File: src/rtl/demux_rr_fifo_if.sv
// Bus between the round-robin demux and its environment: the incoming
// stream, the per-lane pop requests, the read data and the lane status flags.
interface demux_rr_fifo_if #(
  parameter int DATA_WIDTH = 8
);
  logic [DATA_WIDTH-1:0] data_in;
  logic                  valid_in;
  logic                  pop_0;
  logic                  pop_1;
  logic [DATA_WIDTH-1:0] data_out_0;
  logic [DATA_WIDTH-1:0] data_out_1;
  logic                  valid_out_0;
  logic                  valid_out_1;
  logic                  empty_0;
  logic                  empty_1;
  logic                  full_0;
  logic                  full_1;
  logic                  almost_full_0;
  logic                  almost_full_1;
  logic                  overflow_0;
  logic                  overflow_1;
  logic                  underflow_0;
  logic                  underflow_1;

  modport master (
    output data_in, valid_in, pop_0, pop_1,
    input  data_out_0, data_out_1, valid_out_0, valid_out_1,
    input  empty_0, empty_1, full_0, full_1,
    input  almost_full_0, almost_full_1,
    input  overflow_0, overflow_1, underflow_0, underflow_1
  );

  modport slave (
    input  data_in, valid_in, pop_0, pop_1,
    output data_out_0, data_out_1, valid_out_0, valid_out_1,
    output empty_0, empty_1, full_0, full_1,
    output almost_full_0, almost_full_1,
    output overflow_0, overflow_1, underflow_0, underflow_1
  );
endinterface

File: src/rtl/demux_rr_fifo.sv
// 1-to-2 round-robin demultiplexer with a small FIFO per lane, registered
// read data and sticky overflow/underflow flags.
module demux_rr_fifo #(
  parameter int DATA_WIDTH = 8,
  parameter int DEPTH      = 4,
  parameter int AF_LEVEL   = 3
) (
  input  logic            clk,
  input  logic            reset_L,
  demux_rr_fifo_if.slave  bus
);
  localparam int PTR_W = (DEPTH > 1) ? $clog2(DEPTH) : 1;
  localparam int CNT_W = PTR_W + 1;

  logic [DATA_WIDTH-1:0] mem_r      [2][DEPTH];
  logic [PTR_W-1:0]      wr_ptr_r   [2];
  logic [PTR_W-1:0]      rd_ptr_r   [2];
  logic [CNT_W-1:0]      count_r    [2];
  logic [DATA_WIDTH-1:0] data_out_r [2];
  logic [1:0]            valid_out_r;
  logic [1:0]            overflow_r;
  logic [1:0]            underflow_r;
  logic                  sel_r;

  logic [1:0] target_s;
  logic [1:0] pop_s;
  logic [1:0] empty_s;
  logic [1:0] full_s;
  logic [1:0] af_s;
  logic [1:0] wr_en_s;
  logic [1:0] rd_en_s;

  // Lane status and per-lane write/read qualification, judged on cycle-start count.
  always_comb begin
    target_s = 2'b00;
    pop_s    = {bus.pop_1, bus.pop_0};
    empty_s  = 2'b00;
    full_s   = 2'b00;
    af_s     = 2'b00;
    wr_en_s  = 2'b00;
    rd_en_s  = 2'b00;
    if (bus.valid_in) begin
      target_s = sel_r ? 2'b10 : 2'b01;
    end else begin
      target_s = 2'b00;
    end
    for (int l = 0; l < 2; l++) begin
      empty_s[l] = (count_r[l] == CNT_W'(0));
      full_s[l]  = (count_r[l] == CNT_W'(DEPTH));
      af_s[l]    = (count_r[l] >= CNT_W'(AF_LEVEL));
      wr_en_s[l] = target_s[l] & ~full_s[l];
      rd_en_s[l] = pop_s[l] & ~empty_s[l];
    end
  end

  // Lane storage; contents are don't-care after reset, so it carries no reset.
  always_ff @(posedge clk) begin
    for (int l = 0; l < 2; l++) begin
      if (wr_en_s[l]) begin
        mem_r[l][wr_ptr_r[l]] <= bus.data_in;
      end
    end
  end

  // Round-robin selector: advances on every valid word, stored or dropped.
  always_ff @(posedge clk or negedge reset_L) begin
    if (!reset_L) begin
      sel_r <= 1'b0;
    end else if (bus.valid_in) begin
      sel_r <= ~sel_r;
    end
  end

  // Pointers, counts, registered read port and sticky error flags per lane.
  always_ff @(posedge clk or negedge reset_L) begin
    if (!reset_L) begin
      for (int l = 0; l < 2; l++) begin
        wr_ptr_r[l]   <= PTR_W'(0);
        rd_ptr_r[l]   <= PTR_W'(0);
        count_r[l]    <= CNT_W'(0);
        data_out_r[l] <= DATA_WIDTH'(0);
      end
      valid_out_r <= 2'b00;
      overflow_r  <= 2'b00;
      underflow_r <= 2'b00;
    end else begin
      for (int l = 0; l < 2; l++) begin
        if (wr_en_s[l]) begin
          wr_ptr_r[l] <= wr_ptr_r[l] + PTR_W'(1);
        end
        if (rd_en_s[l]) begin
          rd_ptr_r[l]   <= rd_ptr_r[l] + PTR_W'(1);
          data_out_r[l] <= mem_r[l][rd_ptr_r[l]];
        end
        case ({wr_en_s[l], rd_en_s[l]})
          2'b10:   count_r[l] <= count_r[l] + CNT_W'(1);
          2'b01:   count_r[l] <= count_r[l] - CNT_W'(1);
          default: count_r[l] <= count_r[l];
        endcase
        valid_out_r[l] <= rd_en_s[l];
        if (target_s[l] && full_s[l]) begin
          overflow_r[l] <= 1'b1;
        end
        if (pop_s[l] && empty_s[l]) begin
          underflow_r[l] <= 1'b1;
        end
      end
    end
  end

  assign bus.data_out_0    = data_out_r[0];
  assign bus.data_out_1    = data_out_r[1];
  assign bus.valid_out_0   = valid_out_r[0];
  assign bus.valid_out_1   = valid_out_r[1];
  assign bus.empty_0       = empty_s[0];
  assign bus.empty_1       = empty_s[1];
  assign bus.full_0        = full_s[0];
  assign bus.full_1        = full_s[1];
  assign bus.almost_full_0 = af_s[0];
  assign bus.almost_full_1 = af_s[1];
  assign bus.overflow_0    = overflow_r[0];
  assign bus.overflow_1    = overflow_r[1];
  assign bus.underflow_0   = underflow_r[0];
  assign bus.underflow_1   = underflow_r[1];
endmodule

File: src/flat_wrapper.sv
// flat-port wrapper written by rule: the top's interface ports become plain ports
module demux_rr_fifo_flat 
#(
  parameter int DATA_WIDTH = 8,
  parameter int DEPTH      = 4,
  parameter int AF_LEVEL   = 3
)
  (clk, reset_L, bus_data_in, bus_valid_in, bus_pop_0, bus_pop_1, bus_data_out_0, bus_data_out_1, bus_valid_out_0, bus_valid_out_1, bus_empty_0, bus_empty_1, bus_full_0, bus_full_1, bus_almost_full_0, bus_almost_full_1, bus_overflow_0, bus_overflow_1, bus_underflow_0, bus_underflow_1);
  demux_rr_fifo_if #(.DATA_WIDTH(DATA_WIDTH)) bus_i ();
  input  logic clk;
  input  logic reset_L;
  input wire logic [$bits(bus_i.data_in)-1:0] bus_data_in;
  input wire logic [$bits(bus_i.valid_in)-1:0] bus_valid_in;
  input wire logic [$bits(bus_i.pop_0)-1:0] bus_pop_0;
  input wire logic [$bits(bus_i.pop_1)-1:0] bus_pop_1;
  output wire logic [$bits(bus_i.data_out_0)-1:0] bus_data_out_0;
  output wire logic [$bits(bus_i.data_out_1)-1:0] bus_data_out_1;
  output wire logic [$bits(bus_i.valid_out_0)-1:0] bus_valid_out_0;
  output wire logic [$bits(bus_i.valid_out_1)-1:0] bus_valid_out_1;
  output wire logic [$bits(bus_i.empty_0)-1:0] bus_empty_0;
  output wire logic [$bits(bus_i.empty_1)-1:0] bus_empty_1;
  output wire logic [$bits(bus_i.full_0)-1:0] bus_full_0;
  output wire logic [$bits(bus_i.full_1)-1:0] bus_full_1;
  output wire logic [$bits(bus_i.almost_full_0)-1:0] bus_almost_full_0;
  output wire logic [$bits(bus_i.almost_full_1)-1:0] bus_almost_full_1;
  output wire logic [$bits(bus_i.overflow_0)-1:0] bus_overflow_0;
  output wire logic [$bits(bus_i.overflow_1)-1:0] bus_overflow_1;
  output wire logic [$bits(bus_i.underflow_0)-1:0] bus_underflow_0;
  output wire logic [$bits(bus_i.underflow_1)-1:0] bus_underflow_1;
  assign bus_i.data_in = bus_data_in;
  assign bus_i.valid_in = bus_valid_in;
  assign bus_i.pop_0 = bus_pop_0;
  assign bus_i.pop_1 = bus_pop_1;
  assign bus_data_out_0 = bus_i.data_out_0;
  assign bus_data_out_1 = bus_i.data_out_1;
  assign bus_valid_out_0 = bus_i.valid_out_0;
  assign bus_valid_out_1 = bus_i.valid_out_1;
  assign bus_empty_0 = bus_i.empty_0;
  assign bus_empty_1 = bus_i.empty_1;
  assign bus_full_0 = bus_i.full_0;
  assign bus_full_1 = bus_i.full_1;
  assign bus_almost_full_0 = bus_i.almost_full_0;
  assign bus_almost_full_1 = bus_i.almost_full_1;
  assign bus_overflow_0 = bus_i.overflow_0;
  assign bus_overflow_1 = bus_i.overflow_1;
  assign bus_underflow_0 = bus_i.underflow_0;
  assign bus_underflow_1 = bus_i.underflow_1;
  demux_rr_fifo #(.DATA_WIDTH(DATA_WIDTH), .DEPTH(DEPTH), .AF_LEVEL(AF_LEVEL)) u_core (.clk(clk), .reset_L(reset_L), .bus(bus_i));
endmodule
File: config.mk
export PLATFORM = sky130hd
export DESIGN_NAME = demux_rr_fifo_flat
export DESIGN_NICKNAME = d
export VERILOG_FILES = /design/src/rtl/demux_rr_fifo_if.sv /design/src/rtl/demux_rr_fifo.sv /design/src/flat_wrapper.sv
export SDC_FILE = /design/constraint.sdc
export NUM_CORES = 1
export LEC_CHECK = 0
export ABC_AREA = 0
export BUFFER_PORTS_ARGS = -buffer_cell sky130_fd_sc_hd__buf_2
export CAP_MARGIN = 20
export CORE_ASPECT_RATIO = 0.5
export CORE_UTILIZATION = 42
export CTS_CLUSTER_DIAMETER = 80
export CTS_CLUSTER_SIZE = 8
export DETAILED_ROUTE_END_ITERATION = 8
export GPL_TIMING_DRIVEN = 0
export PLACE_DENSITY = 0.65
export SYNTH_ARGS = -nofsm -noshare
export SYNTH_HDL_FRONTEND = slang
export SYNTH_SLANG_ARGS = --single-unit
File: constraint.sdc
create_clock -name clk -period 1.8 [get_ports clk]
set_input_delay 0.36 -clock clk [delete_from_list [all_inputs] [get_ports clk]]
set_output_delay 0.36 -clock clk [all_outputs]
set_load 0.01 [all_outputs]
==> results of run 1 <==
-- sequential cells by signal (all words and copies together), names as in the netlist --
name and cells:
u_core.bus.data_out_0 8, u_core.sel_r 1, u_core.rd_ptr_r 4, u_core.mem_r 64, u_core.valid_out_r 2, u_core.wr_ptr_r 4, u_core.count_r 6, u_core.bus.data_out_1 8
u_core.underflow_r 2, u_core.overflow_r 2
-- cell families after synthesis --
family	share of synthesized area, %
compound gates	2.38
flops	70.5
mux	9.82
xor+xnor	2.82
fa+ha+maj	4.09
simple gates	8.15
buf+inv	2.26
-- routing by layer --
layer	routed length [um]	up-vias	global-route usage [%]	share of wire, %
li1	-	992	-	-
met1	3160	1100	20.4	46
met2	3320	50	25.2	48
met3	337	5	5.28	4.9
met4	74	0	5.07	1.1
met5	0	-	0	0
-- critical path, stage by stage (launching register included) --
cell,delay [ns]
dfrtp_1,0.37
buf_6,0.13
nor3b_4,0.22
nor2_4,0.07
inv_2,0.06
ha_4,0.12
inv_2,0.03
fa_2,0.32
xor2_1,0.14
nor2_1,0.12
xor2_1,0.16
-- placed cells by master, fill, tap and decap left out, types with 4 or more instances in the layout --
master,count
inv_2,4
xor2_1,5
mux4_2,16
clkbuf_1,4
buf_2,42
clkbuf_16,9
inv_1,9
nand2_1,50
ha_1,8
buf_4,14
and2_2,4
and2_1,4
dfrtp_1,32
xnor2_1,8
edfxtp_1,64
dfrtp_2,5
-- per-stage QoR --
stage,setup slack [ns],instances
CTS,-0.0658,430
detailed placement,-0.375,400
global placement,-0.333,400
floorplan,-0.150,243
finish,-0.0458,430
global route,-0.142,430
-- cell type report --
type	count	area (um^2)	area share, %
Buffer	5	28.8	0.596
Clock buffer	12	246	5.10
Clock inverter	4	33.8	0.699
Inverter	15	61.3	1.27
Multi-Input combinational cell	121	1140	23.7
Sequential cell	101	2850	59.1
Tap cell	117	146	3.03
Timing Repair Buffer	55	317	6.55
-- path summary, 6_finish.rpt --
| kind | startpoint | endpoint | slack [ns] | cells past startpoint |
|---|---|---|---|---|
| setup / recovery | u_core.count_r[0] | u_core.count_r[2] | -0.05 | 10 |
| hold / removal | reset_L | u_core.bus.data_out_1[0] | 0.13 | 1 |
| setup reg to reg | u_core.count_r[0] | u_core.count_r[2] | -0.05 | 10 |
| hold reg to reg | u_core.underflow_r[1] | u_core.underflow_r[1] | 0.46 | 1 |
| max in group asynchronous | reset_L | u_core.count_r[5] | 1.07 | 1 |
| min in group clk | bus_pop_1 | u_core.underflow_r[1] | 0.27 | 2 |
-- power groups by stage --
| stage | Clock (mW) | Sequential [mW] | Combinational (mW) |
|---|---|---|---|
| final | 1.79 | 3.47 | 2.77 |
| after global routing | 1.94 | 3.53 | 3.08 |
| after CTS | 1.85 | 3.46 | 2.83 |
| after global placement | 0 | 3.45 | 2.51 |
| after floorplan | 0 | 3.54 | 1.80 |
| after detailed placement | 0 | 3.50 | 2.63 |
-- repair_timing --
| action | CTS | global route |
|---|---|---|
| setup endpoints to repair | 4 | 5 |
| setup buffers | 14 | 1 |
| resized for setup | 7 | 2 |
| cloned | 0 | 0 |
| pin swaps | 10 | 4 |
==> out/metrics.yaml, run 1 <==
fmax_mhz: 542
power_frac_comb_pct: 34.4
crit_type: "reg -> reg"
vias: 2147
fin_skew_ns: 0.00825
die_h_um: 71.4
initial_core_util_pct: 44.8
synth_area_leaders: "edfxtp_1, dfrtp_1, mux4_2"
fin_area_mm2: 0.00483
clk_path_buf_depth: 2
maxCapViolations: 0
slew_headroom_pct: 42.2
post-route-period-util_pct: 103
avgSynthCellArea_um2: 16.6
synthDistinctLibCells: 29
path_max_fanout: 4
arrival_ns: 2.10
p_leak_nw: 1.95
drtIter0Drc: 136
syn-num-nets: 268
grt_max_degree: 38
rsz0062_at_grt: "yes"
start_kind: "register"
synth.largest_area_cell: "edfxtp_1"
layout_setup_ws_ns: -0.0458
peakVddDrop_mv: 0.512
antenna_found_initial: 0
clk_latency_ns: 0.34
cp.required_ns: 2.06
synth_warnings: 0
antenna_left: 0
cts_tree: "done"
synth.most_common_cell: "edfxtp_1"
dieWidth_um: 141
finalNetCount: 333
min_period_ns: 1.85
whs_ns: 0.134
setup_tns_ns: -0.0861
netlist_instances: 243
power_mw: 8.03
synth_area_mm2: 0.00404
grt_pass1_vias: 2245
synthTopCellsByCount: "edfxtp_1, nand2_1, dfrtp_1"
ys_seq_area_share_pct: 70.5
area_growth_pct: 19.5
worst_slew_pin_slew_ns: 0.867
rows: 24
gr-usage-all-layers_pct: 15.7
dp_hpwl_um: 4770
cts_hold_buf: 0
drc_errors: 0
ios: 41
path_clk_slew_ns: 0.07
coreArea_mm2: 0.00901
violations: "setup timing"
cp-end-kind: "register"
globalRouteOverflowTotal: 0
p_int_mw: 5.47
hold_violations: 0
p_sw_mw: 2.56
synthArstFlopShare_pct: 36.6
power_density_mw_per_mm2: 1660
portBuffers: 40
fin_util_pct: 53.6
die_area_mm2: 0.0100
gp_congestion: 0.689
totalWireLength_um: 6890
viasPerCell: 4.99
min_path_type: "in -> async"
drv_slew: 0
diodes: 0
synth_edf_count: 64
ys.flop_type: "edfxtp_1"
ys_ff_latch: 101
n_fill_cell: 698
p_sw_share_pct: 31.9
drive_gt1_share_pct: 38.0
wl_per_cell_um: 16.0
cts.sinks: 101
setup_viol: 2
grt_pass1_wl_um: 11500
synth_top_cell_area_share_pct: 47.6
htree_levels: 3
numCtsBuffers: 9
p_seq_share_pct: 43.2
placed_area_mm2: 0.00444
firstDrtPassIters: 6
run_status: "finished, violations left"
clockPowerShare_pct: 22.3
cts-root-buf: "clkbuf_16"
No activity file was read; power rests on OpenSTA's default activity.
==> run 2, diff against run 1 <==
--- a/config.mk
+++ b/config.mk
@@ -5,7 +5,7 @@
 export SDC_FILE = /design/constraint.sdc
 export NUM_CORES = 1
 export LEC_CHECK = 0
-export ABC_AREA = 0
+export ABC_AREA = 1
 export BUFFER_PORTS_ARGS = -buffer_cell sky130_fd_sc_hd__buf_2
 export CAP_MARGIN = 20
 export CORE_ASPECT_RATIO = 0.5
==> out/metrics.yaml, run 2 <==
start_kind: "register"  # unchanged
synth_area_leaders: "edfxtp_1, dfrtp_1, nand2_1"  # was edfxtp_1, dfrtp_1, mux4_2
power_density_mw_per_mm2: 1560  # was 1660 mW/mm^2
min_period_ns: 1.77  # was 1.85 ns
crit_type: "reg -> reg"  # unchanged
portBuffers: 40  # unchanged
post-route-period-util_pct: 98.3  # was 103%
synth_area_mm2: 0.00452  # was 0.00404 mm^2
layout_common_cells: "nand2_1, inv_1, edfxtp_1, buf_2, dfrtp_1"  # was edfxtp_1, nand2_1, buf_2, dfrtp_1, mux4_2
grt_pass1_vias: 2534  # was 2245
synthDistinctLibCells: 25  # was 29
antenna_left: 0  # unchanged
slew_headroom_pct: 42.4  # was 42.2%
initial_core_util_pct: 43.7  # was 44.8%
rsz0062_at_grt: "yes"  # unchanged
path_max_fanout: 6  # was 4
path_clk_slew_ns: 0.06  # was 0.07 ns
dp_hpwl_um: 5360  # was 4770 um
synth_warnings: 0  # unchanged
ys_ff_latch: 101  # unchanged
drc_errors: 0  # unchanged
finalNetCount: 536  # was 333
gr-usage-all-layers_pct: 15.5  # was 15.7%
fmax_mhz: 565  # was 542 MHz
clk_latency_ns: 0.35  # was 0.34 ns
coreArea_mm2: 0.0103  # was 0.00901 mm^2
final_common_cell: "nand2_1"  # was edfxtp_1
netlist_instances: 443  # was 243
cp.required_ns: 2.03  # was 2.06 ns
dp_slack_ns: -0.152  # was -0.375 ns
setup_viol: 0  # was 2
gp_congestion: 0.733  # was 0.689
drive_gt1_share_pct: 24.6  # was 38.0%
avgSynthCellArea_um2: 10.2  # was 16.6 um^2
cts.sinks: 101  # unchanged
placed_area_mm2: 0.00490  # was 0.00444 mm^2
synthTopCellsByCount: "nand2_1, inv_1, edfxtp_1"  # was edfxtp_1, nand2_1, dfrtp_1
wl_per_cell_um: 12.6  # was 16.0 um
area_growth_pct: 19.4  # was 19.5%
ys_seq_area_share_pct: 62.9  # was 70.5%
die_h_um: 75.4  # was 71.4 um
globalRouteOverflowTotal: 0  # unchanged
synth_top_cell_area_share_pct: 42.5  # was 47.6%
cts-root-buf: "clkbuf_16"  # unchanged
drv_slew: 0  # unchanged
worst_slew_pin_slew_ns: 0.865  # was 0.867 ns
layout_setup_ws_ns: 0.0315  # was -0.0458 ns
min_path_type: "in -> async"  # unchanged
totalWireLength_um: 8280  # was 6890 um
synth_edf_count: 64  # unchanged
viasPerCell: 4.41  # was 4.99
arrival_ns: 2.00  # was 2.10 ns
vias: 2893  # was 2147
htree_levels: 3  # unchanged
drtIter0Drc: 120  # was 136
ios: 41  # unchanged
ys.flop_type: "edfxtp_1"  # unchanged
hold_violations: 0  # unchanged
syn-num-nets: 468  # was 268
cp-end-kind: "register"  # unchanged
synthArstFlopShare_pct: 36.6  # unchanged
numCtsBuffers: 9  # unchanged
maxCapViolations: 0  # unchanged
place_inst: 623  # was 400
layoutNonFillerInstCount: 656  # was 430
synth.largest_area_cell: "edfxtp_1"  # unchanged
rows: 26  # was 24
fin_skew_ns: 0.00745  # was 0.00825 ns
p_leak_nw: 2.62  # was 1.95 nW
run_status: "completed"  # was finished, violations left
peakVddDrop_mv: 0.554  # was 0.512 mV
diodes: 0  # unchanged
largest_reg_flops: 64  # unchanged
firstDrtPassIters: 4  # was 6
synth.most_common_cell: "nand2_1"  # was edfxtp_1
grt_pass1_wl_um: 12600  # was 11500 um
grt_max_degree: 38  # unchanged
clk_path_buf_depth: 2  # unchanged
dieWidth_um: 149  # was 141 um
fin_area_mm2: 0.00540  # was 0.00483 mm^2
die_area_mm2: 0.0112  # was 0.0100 mm^2
power_mw: 8.46  # was 8.03 mW
cts_tree: "done"  # unchanged
antenna_found_initial: 0  # unchanged
[run 2: cell types whose count changed after synthesis, moves of 6 or more]
| cell | delta |
|---|---|
| nand2_1 | +81 |
| inv_1 | +82 |
| mux4_2 | -16 |
| nand3_1 | +35 |
| nand2_2 | +19 |
| nor2_1 | +6 |
[run 2: stage by stage]
stage               util [%]  setup TNS, ns  hold WS (ns)
detailed placement      47.4          -4.07         0.458
CTS                     51.0        -0.0532         0.168
floorplan                  -              0        0.0644
finish                  52.2              0         0.117
global placement        47.4          -4.04         0.447
global route            52.2         -0.206         0.209
[run 2: cells by family after synthesis]
group           share of synthesized area [%]
xor+xnor                                 1.74
buf+inv                                  11.0
fa+ha+maj                                3.65
compound gates                           1.38
simple gates                             19.3
flops                                    62.9
[run 2: final cells by class]
class                           count  area (um^2)
Inverter                          100          390
Timing Repair Buffer               57          328
Clock inverter                      6         38.8
Sequential cell                   101         2850
Fill cell                         906         4940
Tap cell                          140          175
Multi-Input combinational cell    232         1270
Buffer                             10          110
Clock buffer                       10          239
[run 2: layer usage]
metal	part of all wire (%)	vias to the layer above	global-route usage, %	wire (um)
li1	-	1496	-	-
met3	5.3	8	4.25	435
met4	0.94	0	6.58	78
met5	0	-	0	0
met1	49	1338	21.0	4030
met2	45	51	24.0	3740
[run 2: worst max-delay path, stage by stage, from the launching register on]
cell and delay (ns):
dfrtp_1 0.39, nor2_2 0.18, nand2_2 0.13, nand3_4 0.12, ha_4 0.15, inv_1 0.06, fa_2 0.34, nand2_1 0.07
nand3_1 0.08, xor2_1 0.14
[run 2: path summary, 6_finish.rpt]
kind                                       start               endpoint  slack, ns  cells after the start
max                            u_core.count_r[1]      u_core.count_r[2]       0.03                      9
min                                      reset_L  u_core.valid_out_r[1]       0.12                      1
max reg2reg                    u_core.count_r[1]      u_core.count_r[2]       0.03                      9
min reg2reg                u_core.underflow_r[0]  u_core.underflow_r[0]       0.47                      1
max in group asynchronous                reset_L  u_core.valid_out_r[0]       1.13                      1
min in group clk                  bus_data_in[0]    u_core.mem_r[0][16]       0.28                      1
[run 2: power by group]
| group | switching (mW) | internal, mW | total (mW) |
|---|---|---|---|
| Combinational | 2.00 | 1.37 | 3.37 |
| Clock | 0.835 | 0.969 | 1.80 |
| Sequential | 0.254 | 3.03 | 3.29 |
[run 2: timing repair]
item | 4_1_cts | 5_1_grt
hold buffers | 0 | 0
endpoints found under the setup margin | 52 | 47
gates resized for setup | 10 | 16
setup buffers | 8 | 9
pin swaps | 4 | 5
